===== src/rtl/hazard_unit_pkg.sv =====
// ---------------------------------------------------------------------------
// hazard_unit_pkg -- ISA definitions shared by the pipeline control logic.
//
// Contents:
//   RCNT_LOG        register-address width (32 architectural registers)
//   opcode_t        major opcodes of the integer ISA
//   LOAD_OPCODE     opcode that produces a load-use dependency
//   hazard_state_t  hazard controller FSM states (RUN / DWAIT)
//   src_hits_rd()   helper: does a used decode source read a live rd
// ---------------------------------------------------------------------------
package hazard_unit_pkg;

  localparam int unsigned RCNT_LOG = 5;

  typedef enum logic [6:0] {
    OP_LOAD   = 7'h03,
    OP_IMM    = 7'h13,
    OP_AUIPC  = 7'h17,
    OP_STORE  = 7'h23,
    OP_OP     = 7'h33,
    OP_LUI    = 7'h37,
    OP_BRANCH = 7'h63,
    OP_JALR   = 7'h67,
    OP_JAL    = 7'h6F
  } opcode_t;

  localparam opcode_t LOAD_OPCODE = OP_LOAD;

  typedef enum logic [0:0] {
    ST_RUN   = 1'b0,
    ST_DWAIT = 1'b1
  } hazard_state_t;

  // x0 is hard-wired to zero, so a load targeting it never creates a dependency.
  function automatic logic src_hits_rd(input logic                uses,
                                       input logic [RCNT_LOG-1:0] src,
                                       input logic [RCNT_LOG-1:0] rd);
    logic hit;
    hit = uses && (rd != {RCNT_LOG{1'b0}}) && (src == rd);
    return hit;
  endfunction

endpackage


===== src/rtl/hazard_perf_cnt.sv =====
// ---------------------------------------------------------------------------
// hazard_perf_cnt -- saturating stall-cycle counter.
//
// Ports:
//   clk    in   pipeline clock
//   rst    in   synchronous active-high reset, clears the count
//   inc    in   count this cycle
//   count  out  PERF_W-bit registered count, sticks at all-ones
// ---------------------------------------------------------------------------
module hazard_perf_cnt #(
  parameter int unsigned PERF_W = 32
) (
  input  logic              clk,
  input  logic              rst,
  input  logic              inc,
  output logic [PERF_W-1:0] count
);

  logic [PERF_W-1:0] count_r;
  logic [PERF_W-1:0] count_nxt_s;

  // Next count: hold at all-ones instead of wrapping back to zero.
  always_comb begin
    count_nxt_s = count_r;
    if (inc && (count_r != {PERF_W{1'b1}})) begin
      count_nxt_s = count_r + {{(PERF_W-1){1'b0}}, 1'b1};
    end else begin
      count_nxt_s = count_r;
    end
  end

  // Count register with synchronous clear.
  always_ff @(posedge clk) begin
    if (rst) begin
      count_r <= {PERF_W{1'b0}};
    end else begin
      count_r <= count_nxt_s;
    end
  end

  assign count = count_r;

endmodule


===== src/rtl/hazard_unit.sv =====
// ---------------------------------------------------------------------------
// hazard_unit -- pipeline hazard controller for a 5-stage in-order core.
//
// Detects data-memory wait, branch flush, load-use and fetch-miss hazards and
// drives the stage stall / NOP-insert controls in the same cycle the hazard
// is seen. Priority: memory wait > branch flush > load-use > fetch miss.
//
// Ports:
//   clk, rst                      clock, synchronous active-high reset
//   id_rs1_addr, id_rs2_addr      decode source registers
//   id_uses_rs1, id_uses_rs2      decode actually reads rs1 / rs2
//   ex_opcode, ex_rd_addr         execute-stage opcode and destination
//   ex_branch_taken               execute resolved a taken branch / jump
//   imem_ack                      instruction word valid
//   dmem_req, dmem_ack            data access request / completion
//   fetch/decode/execute/memory_stall   hold pipeline registers
//   decode/execute/writeback_nop  load NOP into pipeline registers
//   dwait                         controller is in DWAIT
//   stall_cycles                  fetch-stall counter (HAZARD_PERF_EN only)
//
// Build option: define HAZARD_PERF_EN to add the stall_cycles counter.
// ---------------------------------------------------------------------------
module hazard_unit
  import hazard_unit_pkg::*;
#(
  parameter int unsigned PERF_W = 32
) (
  input  logic                clk,
  input  logic                rst,
  input  logic [RCNT_LOG-1:0] id_rs1_addr,
  input  logic [RCNT_LOG-1:0] id_rs2_addr,
  input  logic                id_uses_rs1,
  input  logic                id_uses_rs2,
  input  opcode_t             ex_opcode,
  input  logic [RCNT_LOG-1:0] ex_rd_addr,
  input  logic                ex_branch_taken,
  input  logic                imem_ack,
  input  logic                dmem_req,
  input  logic                dmem_ack,
  output logic                fetch_stall,
  output logic                decode_stall,
  output logic                execute_stall,
  output logic                memory_stall,
  output logic                decode_nop,
  output logic                execute_nop,
  output logic                writeback_nop,
  output logic                dwait
`ifdef HAZARD_PERF_EN
  ,
  output logic [PERF_W-1:0]   stall_cycles
`endif
);

  hazard_state_t state_r;
  hazard_state_t state_nxt_s;
  logic          br_pend_r;
  logic          br_pend_nxt_s;
  logic          mem_wait_s;
  logic          load_use_s;
  logic          flush_s;

  // Memory wait covers the first missed cycle (still in RUN) and all of DWAIT.
  assign mem_wait_s = (state_r == ST_DWAIT) || (dmem_req && !dmem_ack);

  assign load_use_s = (ex_opcode == LOAD_OPCODE) &&
                      (src_hits_rd(id_uses_rs1, id_rs1_addr, ex_rd_addr) ||
                       src_hits_rd(id_uses_rs2, id_rs2_addr, ex_rd_addr));

  // A branch seen during a wait is remembered so it flushes exactly once
  // after the wait, even if execute no longer reports it then.
  assign flush_s = ex_branch_taken || br_pend_r;

  // FSM next state.
  always_comb begin
    state_nxt_s = state_r;
    case (state_r)
      ST_RUN: begin
        if (dmem_req && !dmem_ack) begin
          state_nxt_s = ST_DWAIT;
        end else begin
          state_nxt_s = ST_RUN;
        end
      end
      ST_DWAIT: begin
        if (dmem_ack) begin
          state_nxt_s = ST_RUN;
        end else begin
          state_nxt_s = ST_DWAIT;
        end
      end
      default: state_nxt_s = ST_RUN;
    endcase
  end

  // Deferred-branch flag: accumulate while waiting, consumed on the first free cycle.
  always_comb begin
    br_pend_nxt_s = 1'b0;
    if (mem_wait_s) begin
      br_pend_nxt_s = br_pend_r || ex_branch_taken;
    end else begin
      br_pend_nxt_s = 1'b0;
    end
  end

  // State registers; reset wins over any pending memory acknowledge.
  always_ff @(posedge clk) begin
    if (rst) begin
      state_r   <= ST_RUN;
      br_pend_r <= 1'b0;
    end else begin
      state_r   <= state_nxt_s;
      br_pend_r <= br_pend_nxt_s;
    end
  end

  // Hazard response, highest priority first.
  always_comb begin
    fetch_stall   = 1'b0;
    decode_stall  = 1'b0;
    execute_stall = 1'b0;
    memory_stall  = 1'b0;
    decode_nop    = 1'b0;
    execute_nop   = 1'b0;
    writeback_nop = 1'b0;
    if (mem_wait_s) begin
      fetch_stall   = 1'b1;
      decode_stall  = 1'b1;
      execute_stall = 1'b1;
      memory_stall  = 1'b1;
      writeback_nop = 1'b1;
    end else if (flush_s) begin
      decode_nop  = 1'b1;
      execute_nop = 1'b1;
    end else if (load_use_s) begin
      fetch_stall  = 1'b1;
      decode_stall = 1'b1;
      execute_nop  = 1'b1;
    end else if (!imem_ack) begin
      fetch_stall = 1'b1;
      decode_nop  = 1'b1;
    end else begin
      fetch_stall = 1'b0;
    end
  end

  assign dwait = (state_r == ST_DWAIT);

`ifdef HAZARD_PERF_EN
  hazard_perf_cnt #(
    .PERF_W (PERF_W)
  ) u_perf_cnt (
    .clk   (clk),
    .rst   (rst),
    .inc   (fetch_stall),
    .count (stall_cycles)
  );
`endif

endmodule


===== config.mk =====
export PLATFORM = sky130hd
export DESIGN_NAME = hazard_unit
export DESIGN_NICKNAME = d
export VERILOG_FILES = /design/src/rtl/hazard_unit_pkg.sv /design/src/rtl/hazard_perf_cnt.sv /design/src/rtl/hazard_unit.sv
export SDC_FILE = /design/constraint.sdc
export NUM_CORES = 1
export LEC_CHECK = 0
export CAP_MARGIN = 20
export CORE_AREA = 3 3 40 42
export DETAILED_ROUTE_END_ITERATION = 8
export DIE_AREA = 0 0 43 45
export PLACE_DENSITY = 0.69
export SLEW_MARGIN = 10
export SYNTH_ARGS = -nofsm -noshare
export SYNTH_HDL_FRONTEND = slang
export SYNTH_SLANG_ARGS = --single-unit

===== constraint.sdc =====
create_clock -name clk -period 2.5 [get_ports clk]
set_input_delay 0.5 -clock clk [delete_from_list [all_inputs] [get_ports clk]]
set_output_delay 0.5 -clock clk [all_outputs]
set_load 0.03 [all_outputs]

==> out/metrics.json <==
{
  "rows": 13,
  "globalRoute.totalOverflow": 0,
  "ys_ff_latch": 2,
  "global_route_wire_length_before_repair_mm": 1.711,
  "ir_drop_v": 0.0002405,
  "floorplan.die_area_um2": 1935,
  "highest_cell_delay_on_the_worst_timing_path_ps": 410,
  "holdPathStages": 2,
  "combinational_family_with_the_most_area_after_synthesis": "simple AND/OR/NAND/NOR gates",
  "via_count": 435,
  "synth_edf_count": 0,
  "synth_compound_gate_area_share_pct": 13.91,
  "final-hold-violation-count": 0,
  "ordered_list_of_cells_on_the_worst_path": "clkdlybuf4s50_1, nor4b_2, nand3_1, a21oi_2, nand3_2, and3_4, buf_6",
  "use_met1_pct": 12.92,
  "post-synth-top-area-cell": "sky130_fd_sc_hd__xnor2_1",
  "grt.met2_usage_pct": 20.36,
  "yosysWarnings": 0,
  "post_synth_and_or_nand_nor_area_fraction_pct": 33.91,
  "critical_path.startpoint": "ex_opcode[4]",
  "synth_largest_type_area_fraction_pct": 30.43,
  "placeable_area_um2": 1285,
  "initial_cell_density_of_the_core_pct": 22.40,
  "synth-xor-area-share_pct": 30.43,
  "ys_top_cells_by_area": "sky130_fd_sc_hd__xnor2_1, sky130_fd_sc_hd__dfxtp_1, sky130_fd_sc_hd__nand2_1",
  "wl_mm": 1.087,
  "timing.slew.headroom_pct": 79.67,
  "cts_tree": "done",
  "synth.net_count": 69,
  "grt_util_met3_pct": 1.992,
  "period_share_pct": 95.78,
  "synth_top_flop_cell": "sky130_fd_sc_hd__dfxtp_1",
  "synthMostInstantiatedCell": "sky130_fd_sc_hd__xnor2_1",
  "hold_path_startpoint": "dwait",
  "timing.critical_path.required_ps": 2000,
  "port_buffers": 37,
  "synthesis.area_um2": 287.8,
  "horizontal_extent_of_the_die_um": 43,
  "die_h_um": 45,
  "cap_viol_max_count": 0,
  "drtIter0Drc": 0,
  "cp.arrival_ps": 1890,
  "timing.critical_path.fanout_max": 3,
  "grt_most_used_layer": "met2",
  "timing.setup.critical_path_class": "in -> out",
  "postSynth.asyncResetShare_pct": 0,
  "crit_slowest_cell": "sky130_fd_sc_hd__clkdlybuf4s50_1",
  "multi_input_comb_area_um2": 230.2,
  "holdBufCountCts": 0,
  "achievable-frequency_mhz": 417.6,
  "cts_max_path_buffers": 2,
  "drtPass1Iterations": 1,
  "finalSetupViolCount": 0,
  "multiplexer_share_of_the_synthesized_area_pct": 0,
  "grtUsageTotal_pct": 12.04,
  "run_status": "finished, final reports clean",
  "clk_latency_ps": 220,
  "postPlaceCellArea_um2": 691.9,
  "remaining_drc_errors": 0,
  "largest_net_degree_at_the_start_of_global_routing": 5,
  "timing.critical_path.to_type": "primary output",
  "crit_path_start_kind": "primary input",
  "final_period_minus_worst_setup_slack_ps": 2394,
  "nets": 114,
  "grt_setup_unrepaired": "no",
  "antenna_found_initial": 0,
  "syn2layout_area_growth_pct": 154.3,
  "fin_area_um2": 732.0,
  "pre_cts_worst_setup_slack_ps": -409.4,
  "area.sequential_um2": 40.04,
  "nFillCells": 135,
  "critical_path.reg2reg.startpoint": "br_pend_r",
  "grt_pass1_vias": 442,
  "synthCells": 39,
  "layoutNonFillerInstCount": 97,
  "yosys.area_share.adder_pct": 0,
  "clock_skew_ps": 0.7597,
  "final_layout_size_suffix_gt1_share_pct": 20.73,
  "cts_made_buffers": 3,
  "io-pin-count": 38,
  "finalMaxSlewViolations": 0,
  "cellPowerDensity_nw_per_um2": 324.3,
  "cts_post_setup_buffers_inserted": 0,
  "worst_slack_ps": 105.5,
  "setup_tns_ps": 0,
  "synth_common_cells": "sky130_fd_sc_hd__xnor2_1, sky130_fd_sc_hd__nand2_1, sky130_fd_sc_hd__nor2_1",
  "antenna_cells": 0,
  "clkTransAtPathRegs_ps": 30,
  "timing.reg2reg.worst_path_depth": 3,
  "htree_levels": 1,
  "numPlacedInstances": 94,
  "power_leakage_nw": 0.3370,
  "final_core_util_pct": 56.96,
  "hpwl_um": 926.3,
  "post_drt_wl_per_cell_um": 11.21,
  "syn_area_per_cell_um2": 7.379,
  "synth.lib_cells_used.distinct": 16,
  "synth-seq-area-share_pct": 13.91,
  "drt.antenna.violating_nets": 0,
  "detail_route.vias_per_cell": 4.485,
  "clock_sinks": 2,
  "clk_root_buffer_cell": "sky130_fd_sc_hd__clkbuf_4",
  "timing.hold.worst.class": "reg -> reg",
  "routabilityCongestion": 0.6991,
  "max_slew.worst_pin.slew_ps": 304.0
}
## worst paths after layout
check	slack, ps	end
max	110	decode_nop
min	490	dwait
max reg2reg	1660	br_pend_r
min reg2reg	490	dwait
## kinds of logic after synthesis
kind of cell    Yosys count
simple gates             18
flops                     2
compound gates            5
xor+xnor                 10
buf+inv                   4
## placed cells by master (no fill, tap or decap)
master                            count
sky130_fd_sc_hd__o311ai_1             1
sky130_fd_sc_hd__inv_1                2
sky130_fd_sc_hd__nand3_1              1
sky130_fd_sc_hd__clkdlybuf4s50_1     24
sky130_fd_sc_hd__clkbuf_4             3
sky130_fd_sc_hd__dfxtp_1              2
sky130_fd_sc_hd__nor3_1               3
sky130_fd_sc_hd__and3_4               1
sky130_fd_sc_hd__o22ai_2              1
sky130_fd_sc_hd__buf_4                8
sky130_fd_sc_hd__buf_6                1
sky130_fd_sc_hd__nor4b_2              1
sky130_fd_sc_hd__a21oi_2              1
sky130_fd_sc_hd__nand3_2              1
sky130_fd_sc_hd__dlygate4sd2_1        3
sky130_fd_sc_hd__dlymetal6s2s_1       6
sky130_fd_sc_hd__xnor2_1             10
sky130_fd_sc_hd__nand4_1              2
sky130_fd_sc_hd__nand2_1              5
sky130_fd_sc_hd__nor2_1               4
sky130_fd_sc_hd__a21oi_1              2
## through the flow
stage	hold WS, ps	total power [mW]
2_1_floorplan	520.0	0.08941
3_3_place_gp	480.6	0.1665
3_5_place_dp	488.7	0.1676
4_1_cts	495.5	0.2403
5_1_grt	525.8	0.2525
6_report	493.9	0.2374
## registers in the layout, summed over array words and instances, names as in the netlist
name       count
br_pend_r      1
dwait          1
## worst max-delay path, delay by kind of cell
kind,cells,cell delay [ps]
buf+inv,2,540
simple gates,4,700
compound gates,1,160
## timing repair
item	in CTS	in global routing
gates resized for setup	8	11
pin swaps	1	6
setup endpoints to repair	5	2
## power breakdown
group	total [mW]	internal [mW]	switching [mW]
clock network	0.0719	0.0530	0.0189
registers	0.0347	0.0337	0.00102
logic	0.131	0.0762	0.0546
## area by class of cell
cell class / count / share of cell area [%]
Inverter: 2 / 1.026
Tap cell: 15 / 2.564
Timing Repair Buffer: 42 / 56.41
Clock buffer: 3 / 3.077
Sequential cell: 2 / 5.470
Multi-Input combinational cell: 33 / 31.45
## per-layer routing
| layer | wire length (um) | part of all wire (%) |
|---|---|---|
| met4 | 29 | 2.7 |
| met2 | 515 | 47 |
| met5 | 0 | 0 |
| met1 | 434 | 40 |
| met3 | 107 | 9.8 |
(Power assumes the default switching activity.)
